[src/rtl/mul_job_queue_if.sv]
// Host register port and multiplier slave-bus signals of mul_job_queue.
// master = the job queue itself, slave = host plus multiplier side.
interface mul_job_queue_if;
    logic [15:0] h_addr;
    logic        h_wr;
    logic        h_rd;
    logic [31:0] h_wdata;
    logic [31:0] h_rdata;
    logic [15:0] m_saddress;
    logic        m_swr;
    logic        m_srd;
    logic [31:0] m_sdata_in;
    logic [31:0] m_sdata_out;
    logic        busy;

    modport master (
        input  h_addr, h_wr, h_rd, h_wdata, m_sdata_out,
        output h_rdata, m_saddress, m_swr, m_srd, m_sdata_in, busy
    );

    modport slave (
        output h_addr, h_wr, h_rd, h_wdata, m_sdata_out,
        input  h_rdata, m_saddress, m_swr, m_srd, m_sdata_in, busy
    );
endinterface

[src/rtl/mul_job_queue.sv]
// Operand/result FIFOs plus a bus-master sequencer driving one gpioemu multiplier job at a time.
// Optional macro MULQ_TIMEOUT_EN: abandon a job after POLL_MAX failed status polls.
module mul_job_queue #(
    parameter int DEPTH      = 4,
    parameter int START_WAIT = 8,
    parameter int POLL_MAX   = 16
) (
    input  logic            clk,
    input  logic            n_reset,
    mul_job_queue_if.master bus
);
    localparam int AW = $clog2(DEPTH);
    localparam int CW = AW + 1;
    localparam int WW = $clog2(START_WAIT + 1);
    localparam logic [CW-1:0] FULL_CNT  = CW'(DEPTH);
    localparam logic [WW-1:0] WAIT_LAST = WW'(START_WAIT - 1);

    localparam logic [15:0] A_OP_A   = 16'h0400;
    localparam logic [15:0] A_OP_B   = 16'h0408;
    localparam logic [15:0] A_RES_W  = 16'h0410;
    localparam logic [15:0] A_RES_L  = 16'h0418;
    localparam logic [15:0] A_STATUS = 16'h0420;
    localparam logic [15:0] M_A1     = 16'h0380;
    localparam logic [15:0] M_A2     = 16'h0388;
    localparam logic [15:0] M_W      = 16'h0390;
    localparam logic [15:0] M_L      = 16'h0398;
    localparam logic [15:0] M_CTRL   = 16'h03A0;

    typedef enum logic [3:0] {
        S_IDLE, S_WR_A1, S_WR_A2, S_WR_START, S_WAIT, S_POLL, S_RD_W, S_RD_L, S_PUSH
    } state_e;

    if (DEPTH < 2 || DEPTH > 16 || (DEPTH & (DEPTH - 1)) != 0 || START_WAIT < 1 || POLL_MAX < 1)
    begin : g_bad_param
        $error("mul_job_queue: unsupported parameter set");
    end

    logic [47:0]   op_mem_q  [DEPTH];
    logic [55:0]   res_mem_q [DEPTH];
    logic [AW-1:0] op_wp_q, op_wp_d, op_rp_q, op_rp_d;
    logic [AW-1:0] res_wp_q, res_wp_d, res_rp_q, res_rp_d;
    logic [CW-1:0] op_cnt_q, op_cnt_d, res_cnt_q, res_cnt_d;
    logic [23:0]   stage_q, stage_d;
    logic          ovf_q, ovf_d, udf_q, udf_d;
    logic [31:0]   h_rdata_q, h_rdata_d;
    state_e        state_q, state_d;
    logic [1:0]    phase_q, phase_d;
    logic [WW-1:0] wait_q, wait_d;
    logic [47:0]   job_q, job_d;
    logic [31:0]   res_w_q, res_w_d;
    logic [23:0]   res_l_q, res_l_d;
    logic [15:0]   m_saddress_q, m_saddress_d;
    logic          m_swr_q, m_swr_d, m_srd_q, m_srd_d;
    logic [31:0]   m_sdata_in_q, m_sdata_in_d;
    logic          busy_q, busy_d;
`ifdef MULQ_TIMEOUT_EN
    localparam int PW = $clog2(POLL_MAX + 1);
    localparam logic [PW-1:0] POLL_LAST = PW'(POLL_MAX - 1);
    logic [PW-1:0] poll_q, poll_d;
    logic          tmo_q, tmo_d;
`endif
    logic        tmo_bit;
    logic        op_full, op_empty, res_full, res_empty;
    logic        wr_op_a, wr_op_b, rd_res_w, rd_res_l, wr_stat;
    logic        launch, op_push, op_pop, res_push, res_pop, clr_sticky;
    logic [31:0] status;
    logic        unused_wdata;

    assign unused_wdata = ^bus.h_wdata[31:24];

    // NOTE: every always_comb output gets a value before any branch, so no latch is inferred.
    always_comb begin
        op_full    = (op_cnt_q == FULL_CNT);
        op_empty   = (op_cnt_q == '0);
        res_full   = (res_cnt_q == FULL_CNT);
        res_empty  = (res_cnt_q == '0);
        wr_op_a    = bus.h_wr && (bus.h_addr == A_OP_A);
        wr_op_b    = bus.h_wr && (bus.h_addr == A_OP_B);
        wr_stat    = bus.h_wr && (bus.h_addr == A_STATUS);
        rd_res_w   = bus.h_rd && (bus.h_addr == A_RES_W);
        rd_res_l   = bus.h_rd && (bus.h_addr == A_RES_L);
        clr_sticky = wr_stat && bus.h_wdata[0];
        launch     = (state_q == S_IDLE) && !op_empty && !res_full;
        op_pop     = launch;
        // A full FIFO still accepts a pair when the sequencer pops in the same cycle.
        op_push    = wr_op_b && (!op_full || op_pop);
        res_push   = (state_q == S_PUSH);
        res_pop    = rd_res_w && !res_empty;
`ifdef MULQ_TIMEOUT_EN
        tmo_bit    = tmo_q;
`else
        tmo_bit    = 1'b0;
`endif
        status = {16'h0, 8'(res_cnt_q), tmo_bit, udf_q, ovf_q, busy_q,
                  res_empty, res_full, op_empty, op_full};
    end

    always_comb begin
        op_wp_d   = op_wp_q + AW'(op_push);
        op_rp_d   = op_rp_q + AW'(op_pop);
        op_cnt_d  = op_cnt_q + CW'(op_push) - CW'(op_pop);
        res_wp_d  = res_wp_q + AW'(res_push);
        res_rp_d  = res_rp_q + AW'(res_pop);
        res_cnt_d = res_cnt_q + CW'(res_push) - CW'(res_pop);
        stage_d   = wr_op_a ? bus.h_wdata[23:0] : stage_q;
        ovf_d     = (clr_sticky ? 1'b0 : ovf_q) | (wr_op_b && op_full && !op_pop);
        udf_d     = (clr_sticky ? 1'b0 : udf_q) | ((rd_res_w || rd_res_l) && res_empty);
        h_rdata_d = h_rdata_q;
        if (bus.h_rd) begin
            case (bus.h_addr)
                A_RES_W:  h_rdata_d = res_empty ? 32'h0 : res_mem_q[res_rp_q][55:24];
                A_RES_L:  h_rdata_d = res_empty ? 32'h0 : {8'h0, res_mem_q[res_rp_q][23:0]};
                A_STATUS: h_rdata_d = status;
                default:  h_rdata_d = 32'h0;
            endcase
        end
    end

    always_comb begin
        state_d = state_q;
        phase_d = phase_q;
        wait_d  = wait_q;
        job_d   = job_q;
        res_w_d = res_w_q;
        res_l_d = res_l_q;
`ifdef MULQ_TIMEOUT_EN
        poll_d  = poll_q;
        tmo_d   = clr_sticky ? 1'b0 : tmo_q;
`endif
        case (state_q)
            S_IDLE: begin
                if (launch) begin
                    state_d = S_WR_A1;
                    phase_d = 2'd0;
                    job_d   = op_mem_q[op_rp_q];
                end
            end
            S_WAIT: begin
                if (wait_q == WAIT_LAST) begin
                    state_d = S_POLL;
                    wait_d  = '0;
`ifdef MULQ_TIMEOUT_EN
                    poll_d  = '0;
`endif
                end else begin
                    wait_d = wait_q + 1'b1;
                end
            end
            S_PUSH: state_d = S_IDLE;
            default: begin
                if (phase_q != 2'd2) begin
                    phase_d = phase_q + 2'd1;
                end else begin
                    phase_d = 2'd0;
                    case (state_q)
                        S_WR_A1:    state_d = S_WR_A2;
                        S_WR_A2:    state_d = S_WR_START;
                        S_WR_START: state_d = S_WAIT;
                        S_POLL: begin
                            if (bus.m_sdata_out[1:0] == 2'b11) begin
                                state_d = S_RD_W;
                            end
`ifdef MULQ_TIMEOUT_EN
                            else if (poll_q == POLL_LAST) begin
                                state_d = S_IDLE;
                                tmo_d   = 1'b1;
                            end else begin
                                poll_d = poll_q + 1'b1;
                            end
`endif
                        end
                        S_RD_W: begin
                            res_w_d = bus.m_sdata_out;
                            state_d = S_RD_L;
                        end
                        S_RD_L: begin
                            res_l_d = bus.m_sdata_out[23:0];
                            state_d = S_PUSH;
                        end
                        default: state_d = S_IDLE;
                    endcase
                end
            end
        endcase

        // Bus outputs are registered from the upcoming state/phase so they line up with it.
        m_saddress_d = '0;
        m_sdata_in_d = '0;
        m_swr_d      = 1'b0;
        m_srd_d      = 1'b0;
        case (state_d)
            S_WR_A1: begin
                m_saddress_d = M_A1;
                m_sdata_in_d = {8'h0, job_d[47:24]};
                m_swr_d      = (phase_d == 2'd1);
            end
            S_WR_A2: begin
                m_saddress_d = M_A2;
                m_sdata_in_d = {8'h0, job_d[23:0]};
                m_swr_d      = (phase_d == 2'd1);
            end
            S_WR_START: begin
                m_saddress_d = M_CTRL;
                m_swr_d      = (phase_d == 2'd1);
            end
            S_POLL: begin
                m_saddress_d = M_CTRL;
                m_srd_d      = (phase_d == 2'd1);
            end
            S_RD_W: begin
                m_saddress_d = M_W;
                m_srd_d      = (phase_d == 2'd1);
            end
            S_RD_L: begin
                m_saddress_d = M_L;
                m_srd_d      = (phase_d == 2'd1);
            end
            default: ;
        endcase
        busy_d = (state_d != S_IDLE);
    end

    // NOTE: FIFO storage has no reset; pointers and counts alone decide which entries are valid.
    always_ff @(posedge clk) begin
        if (op_push)  op_mem_q[op_wp_q]   <= {stage_q, bus.h_wdata[23:0]};
        if (res_push) res_mem_q[res_wp_q] <= {res_w_q, res_l_q};
    end

    // NOTE: sequential state uses non-blocking assignments so all flops update from pre-edge values.
    always_ff @(posedge clk or negedge n_reset) begin
        if (!n_reset) begin
            op_wp_q      <= '0;
            op_rp_q      <= '0;
            op_cnt_q     <= '0;
            res_wp_q     <= '0;
            res_rp_q     <= '0;
            res_cnt_q    <= '0;
            stage_q      <= '0;
            ovf_q        <= 1'b0;
            udf_q        <= 1'b0;
            h_rdata_q    <= '0;
            state_q      <= S_IDLE;
            phase_q      <= '0;
            wait_q       <= '0;
            job_q        <= '0;
            res_w_q      <= '0;
            res_l_q      <= '0;
            m_saddress_q <= '0;
            m_swr_q      <= 1'b0;
            m_srd_q      <= 1'b0;
            m_sdata_in_q <= '0;
            busy_q       <= 1'b0;
`ifdef MULQ_TIMEOUT_EN
            poll_q       <= '0;
            tmo_q        <= 1'b0;
`endif
        end else begin
            op_wp_q      <= op_wp_d;
            op_rp_q      <= op_rp_d;
            op_cnt_q     <= op_cnt_d;
            res_wp_q     <= res_wp_d;
            res_rp_q     <= res_rp_d;
            res_cnt_q    <= res_cnt_d;
            stage_q      <= stage_d;
            ovf_q        <= ovf_d;
            udf_q        <= udf_d;
            h_rdata_q    <= h_rdata_d;
            state_q      <= state_d;
            phase_q      <= phase_d;
            wait_q       <= wait_d;
            job_q        <= job_d;
            res_w_q      <= res_w_d;
            res_l_q      <= res_l_d;
            m_saddress_q <= m_saddress_d;
            m_swr_q      <= m_swr_d;
            m_srd_q      <= m_srd_d;
            m_sdata_in_q <= m_sdata_in_d;
            busy_q       <= busy_d;
`ifdef MULQ_TIMEOUT_EN
            poll_q       <= poll_d;
            tmo_q        <= tmo_d;
`endif
        end
    end

    assign bus.h_rdata    = h_rdata_q;
    assign bus.m_saddress = m_saddress_q;
    assign bus.m_swr      = m_swr_q;
    assign bus.m_srd      = m_srd_q;
    assign bus.m_sdata_in = m_sdata_in_q;
    assign bus.busy       = busy_q;
endmodule

[src/flat_wrapper.sv]
// flat-port wrapper written by rule: the top's interface ports become plain ports
module mul_job_queue_flat 
#(
    parameter int DEPTH      = 4,
    parameter int START_WAIT = 8,
    parameter int POLL_MAX   = 16
)
  (clk, n_reset, bus_h_addr, bus_h_wr, bus_h_rd, bus_h_wdata, bus_m_sdata_out, bus_h_rdata, bus_m_saddress, bus_m_swr, bus_m_srd, bus_m_sdata_in, bus_busy);
  mul_job_queue_if bus_i ();
  input  logic clk;
  input  logic n_reset;
  input wire logic [$bits(bus_i.h_addr)-1:0] bus_h_addr;
  input wire logic [$bits(bus_i.h_wr)-1:0] bus_h_wr;
  input wire logic [$bits(bus_i.h_rd)-1:0] bus_h_rd;
  input wire logic [$bits(bus_i.h_wdata)-1:0] bus_h_wdata;
  input wire logic [$bits(bus_i.m_sdata_out)-1:0] bus_m_sdata_out;
  output wire logic [$bits(bus_i.h_rdata)-1:0] bus_h_rdata;
  output wire logic [$bits(bus_i.m_saddress)-1:0] bus_m_saddress;
  output wire logic [$bits(bus_i.m_swr)-1:0] bus_m_swr;
  output wire logic [$bits(bus_i.m_srd)-1:0] bus_m_srd;
  output wire logic [$bits(bus_i.m_sdata_in)-1:0] bus_m_sdata_in;
  output wire logic [$bits(bus_i.busy)-1:0] bus_busy;
  assign bus_i.h_addr = bus_h_addr;
  assign bus_i.h_wr = bus_h_wr;
  assign bus_i.h_rd = bus_h_rd;
  assign bus_i.h_wdata = bus_h_wdata;
  assign bus_i.m_sdata_out = bus_m_sdata_out;
  assign bus_h_rdata = bus_i.h_rdata;
  assign bus_m_saddress = bus_i.m_saddress;
  assign bus_m_swr = bus_i.m_swr;
  assign bus_m_srd = bus_i.m_srd;
  assign bus_m_sdata_in = bus_i.m_sdata_in;
  assign bus_busy = bus_i.busy;
  mul_job_queue #(.DEPTH(DEPTH), .START_WAIT(START_WAIT), .POLL_MAX(POLL_MAX)) u_core (.clk(clk), .n_reset(n_reset), .bus(bus_i));
endmodule
[config.mk]
export PLATFORM = sky130hd
export DESIGN_NAME = mul_job_queue_flat
export DESIGN_NICKNAME = d
export VERILOG_FILES = /design/src/rtl/mul_job_queue_if.sv /design/src/rtl/mul_job_queue.sv /design/src/flat_wrapper.sv
export SDC_FILE = /design/constraint.sdc
export NUM_CORES = 1
export LEC_CHECK = 0
export ABC_AREA = 1
export CAP_MARGIN = 0
export CORE_MARGIN = 1
export CORE_UTILIZATION = 49
export DETAILED_ROUTE_END_ITERATION = 10
export HOLD_SLACK_MARGIN = 0.1
export MAX_ROUTING_LAYER = met4
export PLACE_DENSITY = 0.69
export SYNTH_ARGS = -nofsm -noshare
export SYNTH_HDL_FRONTEND = slang
export SYNTH_SLANG_ARGS = --single-unit
[constraint.sdc]
create_clock -name clk -period 8.73 [get_ports clk]
set_input_delay 1.3095 -clock clk [delete_from_list [all_inputs] [get_ports clk]]
set_output_delay 1.3095 -clock clk [all_outputs]
set_load 0.02 [all_outputs]
==> report_table.html <==
<table>
<tr><th>Metric</th><th>Value</th></tr>
<tr><th colspan="2">Synth</th></tr>
<tr><td>Fraction of the yosys area taken by sequential cells</td><td>0.721</td></tr>
<tr><td>Share of flip-flops with an asynchronous set or reset after synthesis</td><td>0.343</td></tr>
<tr><td>Cell taking the most area after synthesis</td><td>sky130_fd_sc_hd__edfxtp_1</td></tr>
<tr><td>Number of warning messages in the yosys log</td><td>0</td></tr>
<tr><td>Cell count after synthesis</td><td>roughly 2.1k</td></tr>
<tr><td>Count of unique library cells instantiated by Yosys</td><td>43</td></tr>
<tr><td>Main synth FF type</td><td>sky130_fd_sc_hd__edfxtp_1</td></tr>
<tr><td>Most frequent cell after synthesis</td><td>sky130_fd_sc_hd__nand2_1</td></tr>
<tr><td>Mean post-synth cell area</td><td>around 12 µm²</td></tr>
<tr><td>Synth cell count leaders</td><td>sky130_fd_sc_hd__nand2_1 (540), sky130_fd_sc_hd__edfxtp_1 (416), sky130_fd_sc_hd__nor2_1 (258), sky130_fd_sc_hd__dfrtp_1 (217), sky130_fd_sc_hd__o21ai_0 (211)</td></tr>
<tr><td>Number of enable flip-flop cells after synthesis</td><td>about 420</td></tr>
<tr><td>Area fraction of the dominant cell type after synthesis</td><td>0.502</td></tr>
<tr><td>Area contributors post-synth</td><td>sky130_fd_sc_hd__edfxtp_1 (50%), sky130_fd_sc_hd__dfrtp_1 (22%), sky130_fd_sc_hd__nand2_1 (8.2%)</td></tr>
<tr><td>Total of flip-flops plus latches after synthesis</td><td>around 630</td></tr>
<tr><td>Netlist Area Pre-Place</td><td>around 25000 µm²</td></tr>
<tr><th colspan="2">STA</th></tr>
<tr><td>Setup tns final</td><td>0 ps</td></tr>
<tr><td>Max Freq</td><td>0.268 GHz</td></tr>
<tr><td>Final setup violation count</td><td>0</td></tr>
<tr><td>Worst slew pin tran</td><td>between 1000 and 1500 ps</td></tr>
<tr><td>Final period demand of the worst path</td><td>around 3700 ps</td></tr>
<tr><td>Max transition margin</td><td>0.191</td></tr>
<tr><td>Period utilization</td><td>0.427</td></tr>
<tr><td>Number of hold violations in the final report</td><td>0</td></tr>
<tr><td>RSZ-0062 raised after global routing</td><td>no</td></tr>
<tr><td>Worst clock skew</td><td>between 30 and 40 ps</td></tr>
<tr><td>Final slew viol count</td><td>0</td></tr>
<tr><th colspan="2">Setup path</th></tr>
<tr><td>Crit path launch type</td><td>input port</td></tr>
<tr><td>Cell with the largest stage delay on the worst path</td><td>sky130_fd_sc_hd__buf_4</td></tr>
<tr><td>Crit path arrival time</td><td>a little under 4000 ps</td></tr>
<tr><td>Ordered list of cells on the worst path</td><td>clkdlybuf4s50_1, nor3_2, inv_1, nor2_1, nand3_1, a21oi_1, nand2_1, nor2_4, buf_4</td></tr>
<tr><td>Slowest stage delay, CP</td><td>between 600 and 700 ps</td></tr>
<tr><td>Type of element capturing the critical path</td><td>flop</td></tr>
<tr><td>CP Data Required Time</td><td>just under 9000 ps</td></tr>
<tr><td>Worst Path Max Fanout</td><td>48</td></tr>
<tr><td>Cell family with the largest share of critical-path delay</td><td>buffers and inverters</td></tr>
<tr><td>Critical path type</td><td>input port to flop</td></tr>
<tr><td>Buffer and inverter count on the worst path</td><td>3</td></tr>
<tr><th colspan="2">Die</th></tr>
<tr><td>Die outline area</td><td>~52000 µm²</td></tr>
<tr><td>Initial standard-cell utilization of the core</td><td>0.497</td></tr>
<tr><td>Vertical die dimension</td><td>around 230 µm</td></tr>
<tr><td>Core ar.</td><td>roughly 50000 µm²</td></tr>
<tr><td>DIE WIDTH</td><td>between 200 and 250 µm</td></tr>
<tr><td>Count of standard-cell rows</td><td>82</td></tr>
<tr><td>IO Count</td><td>roughly 170</td></tr>
<tr><th colspan="2">Power and ir drop</th></tr>
<tr><td>Total Power</td><td>between 8000 and 9000 µW</td></tr>
<tr><td>Combinational share of power</td><td>0.218</td></tr>
<tr><td>NetSw</td><td>between 2000 and 3000 µW</td></tr>
<tr><td>Share of power burned in the clock network</td><td>0.330</td></tr>
<tr><td>Switching fraction of total power</td><td>0.310</td></tr>
<tr><td>Internal power</td><td>between 5000 and 6000 µW</td></tr>
<tr><td>VDD IR max</td><td>~0.17 mV</td></tr>
<tr><td>Sequential share of power</td><td>0.452</td></tr>
<tr><td>Leakage power of the design</td><td>0.0118 µW</td></tr>
<tr><td>PwrDens</td><td>roughly 300 nW/µm²</td></tr>
<tr><th colspan="2">Global route</th></tr>
<tr><td>First-pass GRT wire length</td><td>around 86000 µm</td></tr>
<tr><td>Number of antenna violations at the first check in global routing</td><td>2</td></tr>
<tr><td>Combined global-route utilization of all metal layers</td><td>0.225</td></tr>
<tr><td>Maximum number of pins on one net before global-route repair</td><td>141</td></tr>
<tr><td>Total global routing overflow</td><td>0</td></tr>
<tr><td>Via count of the first global-routing pass</td><td>15.9k</td></tr>
<tr><th colspan="2">Routing</th></tr>
<tr><td>Metal1 wirelength</td><td>around 23000 µm</td></tr>
<tr><td>Post-route DRC</td><td>0</td></tr>
<tr><td>Vias per std cell</td><td>5.36</td></tr>
<tr><td>Violation count after the first detailed-routing iteration</td><td>~1.3k</td></tr>
<tr><td>Top metal layer carrying routed signals</td><td>met4</td></tr>
<tr><td>Antenna-violating nets left</td><td>0</td></tr>
<tr><td>Vias</td><td>roughly 16k</td></tr>
<tr><td>DRT Wirelength</td><td>roughly 56000 µm</td></tr>
<tr><td>Routed length per placed instance</td><td>about 19 µm</td></tr>
<tr><td>WL met3</td><td>approximately 3300 µm</td></tr>
<tr><td>Router iterations before antenna repair</td><td>7</td></tr>
<tr><td>Length of routed met2 wiring</td><td>between 20000 and 30000 µm</td></tr>
<tr><th colspan="2">Place</th></tr>
<tr><td>IO Port Bufs</td><td>140</td></tr>
<tr><td>Half-perimeter wire length of the detailed placement result</td><td>roughly 29000 µm</td></tr>
<tr><td>Final weighted congestion of routability-driven global placement</td><td>roughly 0.8</td></tr>
<tr><th colspan="2">Finish</th></tr>
<tr><td>Fillers</td><td>~4.1k</td></tr>
<tr><td>Layout cell share with drive strength beyond 1</td><td>0.0880</td></tr>
<tr><td>Layout Area Growth over Synthesis</td><td>16.4%</td></tr>
<tr><td>Fraction of the core area covered by cells at the end of the flow</td><td>0.578</td></tr>
<tr><td>Nets</td><td>roughly 2.3k</td></tr>
<tr><th colspan="2">Clocking</th></tr>
<tr><td>Clock-pin slew reported for the worst setup and hold paths after clock tree synthesis</td><td>~60 ps</td></tr>
<tr><td>Post CTS Setup Buffer Count</td><td>0</td></tr>
<tr><td>Skew-Pair Late Insertion Delay</td><td>610 ps</td></tr>
<tr><td>Level count of the clock H-tree</td><td>3</td></tr>
<tr><td>Post_cts resized</td><td>0</td></tr>
<tr><td>Sinks on Clock Net</td><td>between 600 and 700</td></tr>
<tr><td>Num CTS Buffers</td><td>67</td></tr>
<tr><td>Maximum buffer depth of the clock tree</td><td>3</td></tr>
<tr><td>CTS tree</td><td>yes</td></tr>
<tr><td>Hold bufs inserted after CTS</td><td>0</td></tr>
<tr><td>Clock root buffer</td><td>sky130_fd_sc_hd__clkbuf_16</td></tr>
<tr><th colspan="2">Worst hold path</th></tr>
<tr><td>Tightest Hold Check Type</td><td>flop to flop</td></tr>
<tr><th colspan="2">Job</th></tr>
<tr><td>Max-cap check violation count</td><td>0</td></tr>
<tr><th colspan="2">Status</th></tr>
<tr><td>Status</td><td>finished, final reports clean</td></tr>
</table>
-- metrics by stage --
stage	hold WS, ps	instance area, µm²	worst slack, ps	cells
floorplan	445	24900	3410	2116
global placement	458	26800	4540	2824
detailed placement	463	26800	4430	2824
CTS	479	28900	5060	2946
global route	495	28900	4810	2948
finish	475	28900	5000	2948
-- metal layers --
metal / global-route usage / vias to the layer above
met5: - / -
li1: - / 7413
met2: 0.382 / 481
met4: 0.0823 / 0
met1: 0.268 / 7778
met3: 0.0438 / 116
-- path summary, 6_finish.rpt --
check | start | endpoint | slack (ps) | cells after the start
min reg2reg | u_core.job_q[37]$_DFF_PN0_ | u_core.job_q[37]$_DFF_PN0_ | 480 | 2
min | u_core.job_q[37]$_DFF_PN0_ | u_core.job_q[37]$_DFF_PN0_ | 480 | 2
max reg2reg | u_core.state_q[3]$_DFF_PN0_ | u_core.op_cnt_q[2]$_DFF_PN0_ | 5460 | 13
min in group asynchronous | n_reset | u_core.bus.h_rdata[20]$_DFFE_PN0P_ | 730 | 1
max in group asynchronous | n_reset | u_core.res_w_q[31]$_DFFE_PN0P_ | 6690 | 2
max | bus_h_addr[2] | u_core.op_mem_q[1][13]$_DFFE_PP_ | 5000 | 9
-- area by class of cell --
type | count | area, µm² | area share
clock inverter | 28 | 309 | 0.0107
timing repair buffer | 162 | 1580 | 0.0547
antenna | 2 | 5.00 | 0.000173
inverter | 78 | 293 | 0.0101
multi-input combinational | 1279 | 6110 | 0.211
tap | 672 | 841 | 0.0291
clock buffer | 94 | 1870 | 0.0646
sequential | 633 | 17900 | 0.619
-- power by group through the flow --
stage / combinational [µW] / sequential [µW] / clock (µW)
6_report: 1850 / 3850 / 2800
4_1_cts: 1870 / 3850 / 2850
3_5_place_dp: 1850 / 3900 / 0
2_1_floorplan: 1300 / 3890 / 0
3_3_place_gp: 1780 / 3880 / 0
5_1_grt: 2070 / 3880 / 2960
-- flip-flops by register name (all words and copies together), names as in the netlist, 3 cells and up --
name,cells
u_core.res_w_q,32
u_core.wait_q,4
u_core.bus.h_rdata,32
u_core.res_cnt_q,3
u_core.op_cnt_q,3
u_core.stage_q,24
u_core.bus.m_saddress,4
u_core.bus.m_sdata_in,24
u_core.res_l_q,24
u_core.op_mem_q,192
u_core.state_q,4
u_core.res_mem_q,224
u_core.job_q,48
-- worst register-to-register path, delay by kind of cell (launching register included) --
kind / cells / cell delay, ps
buf+inv: 5 / 1120
simple gates: 4 / 490
flops: 1 / 460
xor+xnor: 1 / 170
fa+ha+maj: 3 / 920
-- cells by family after synthesis --
kind of cell | Yosys count | share of synthesized area
flops | 633 | 0.721
buf+inv | 204 | 0.0387
other cells | 1 | 0.000151
simple gates | 905 | 0.147
fa+ha+maj | 11 | 0.00614
xor+xnor | 8 | 0.00282
mux | 32 | 0.0145
compound gates | 305 | 0.0697
-- cells in the final DEF (no fill, tap or decap), drive strengths merged, types with 60 or more instances in the layout --
master         count
clkdlybuf4s50    139
o21ai            224
edfxtp           416
clkbuf            94
nor2             270
dfrtp            217
inv               80
nand2            543
nand3             60
No activity file was read; power rests on OpenSTA's default activity.
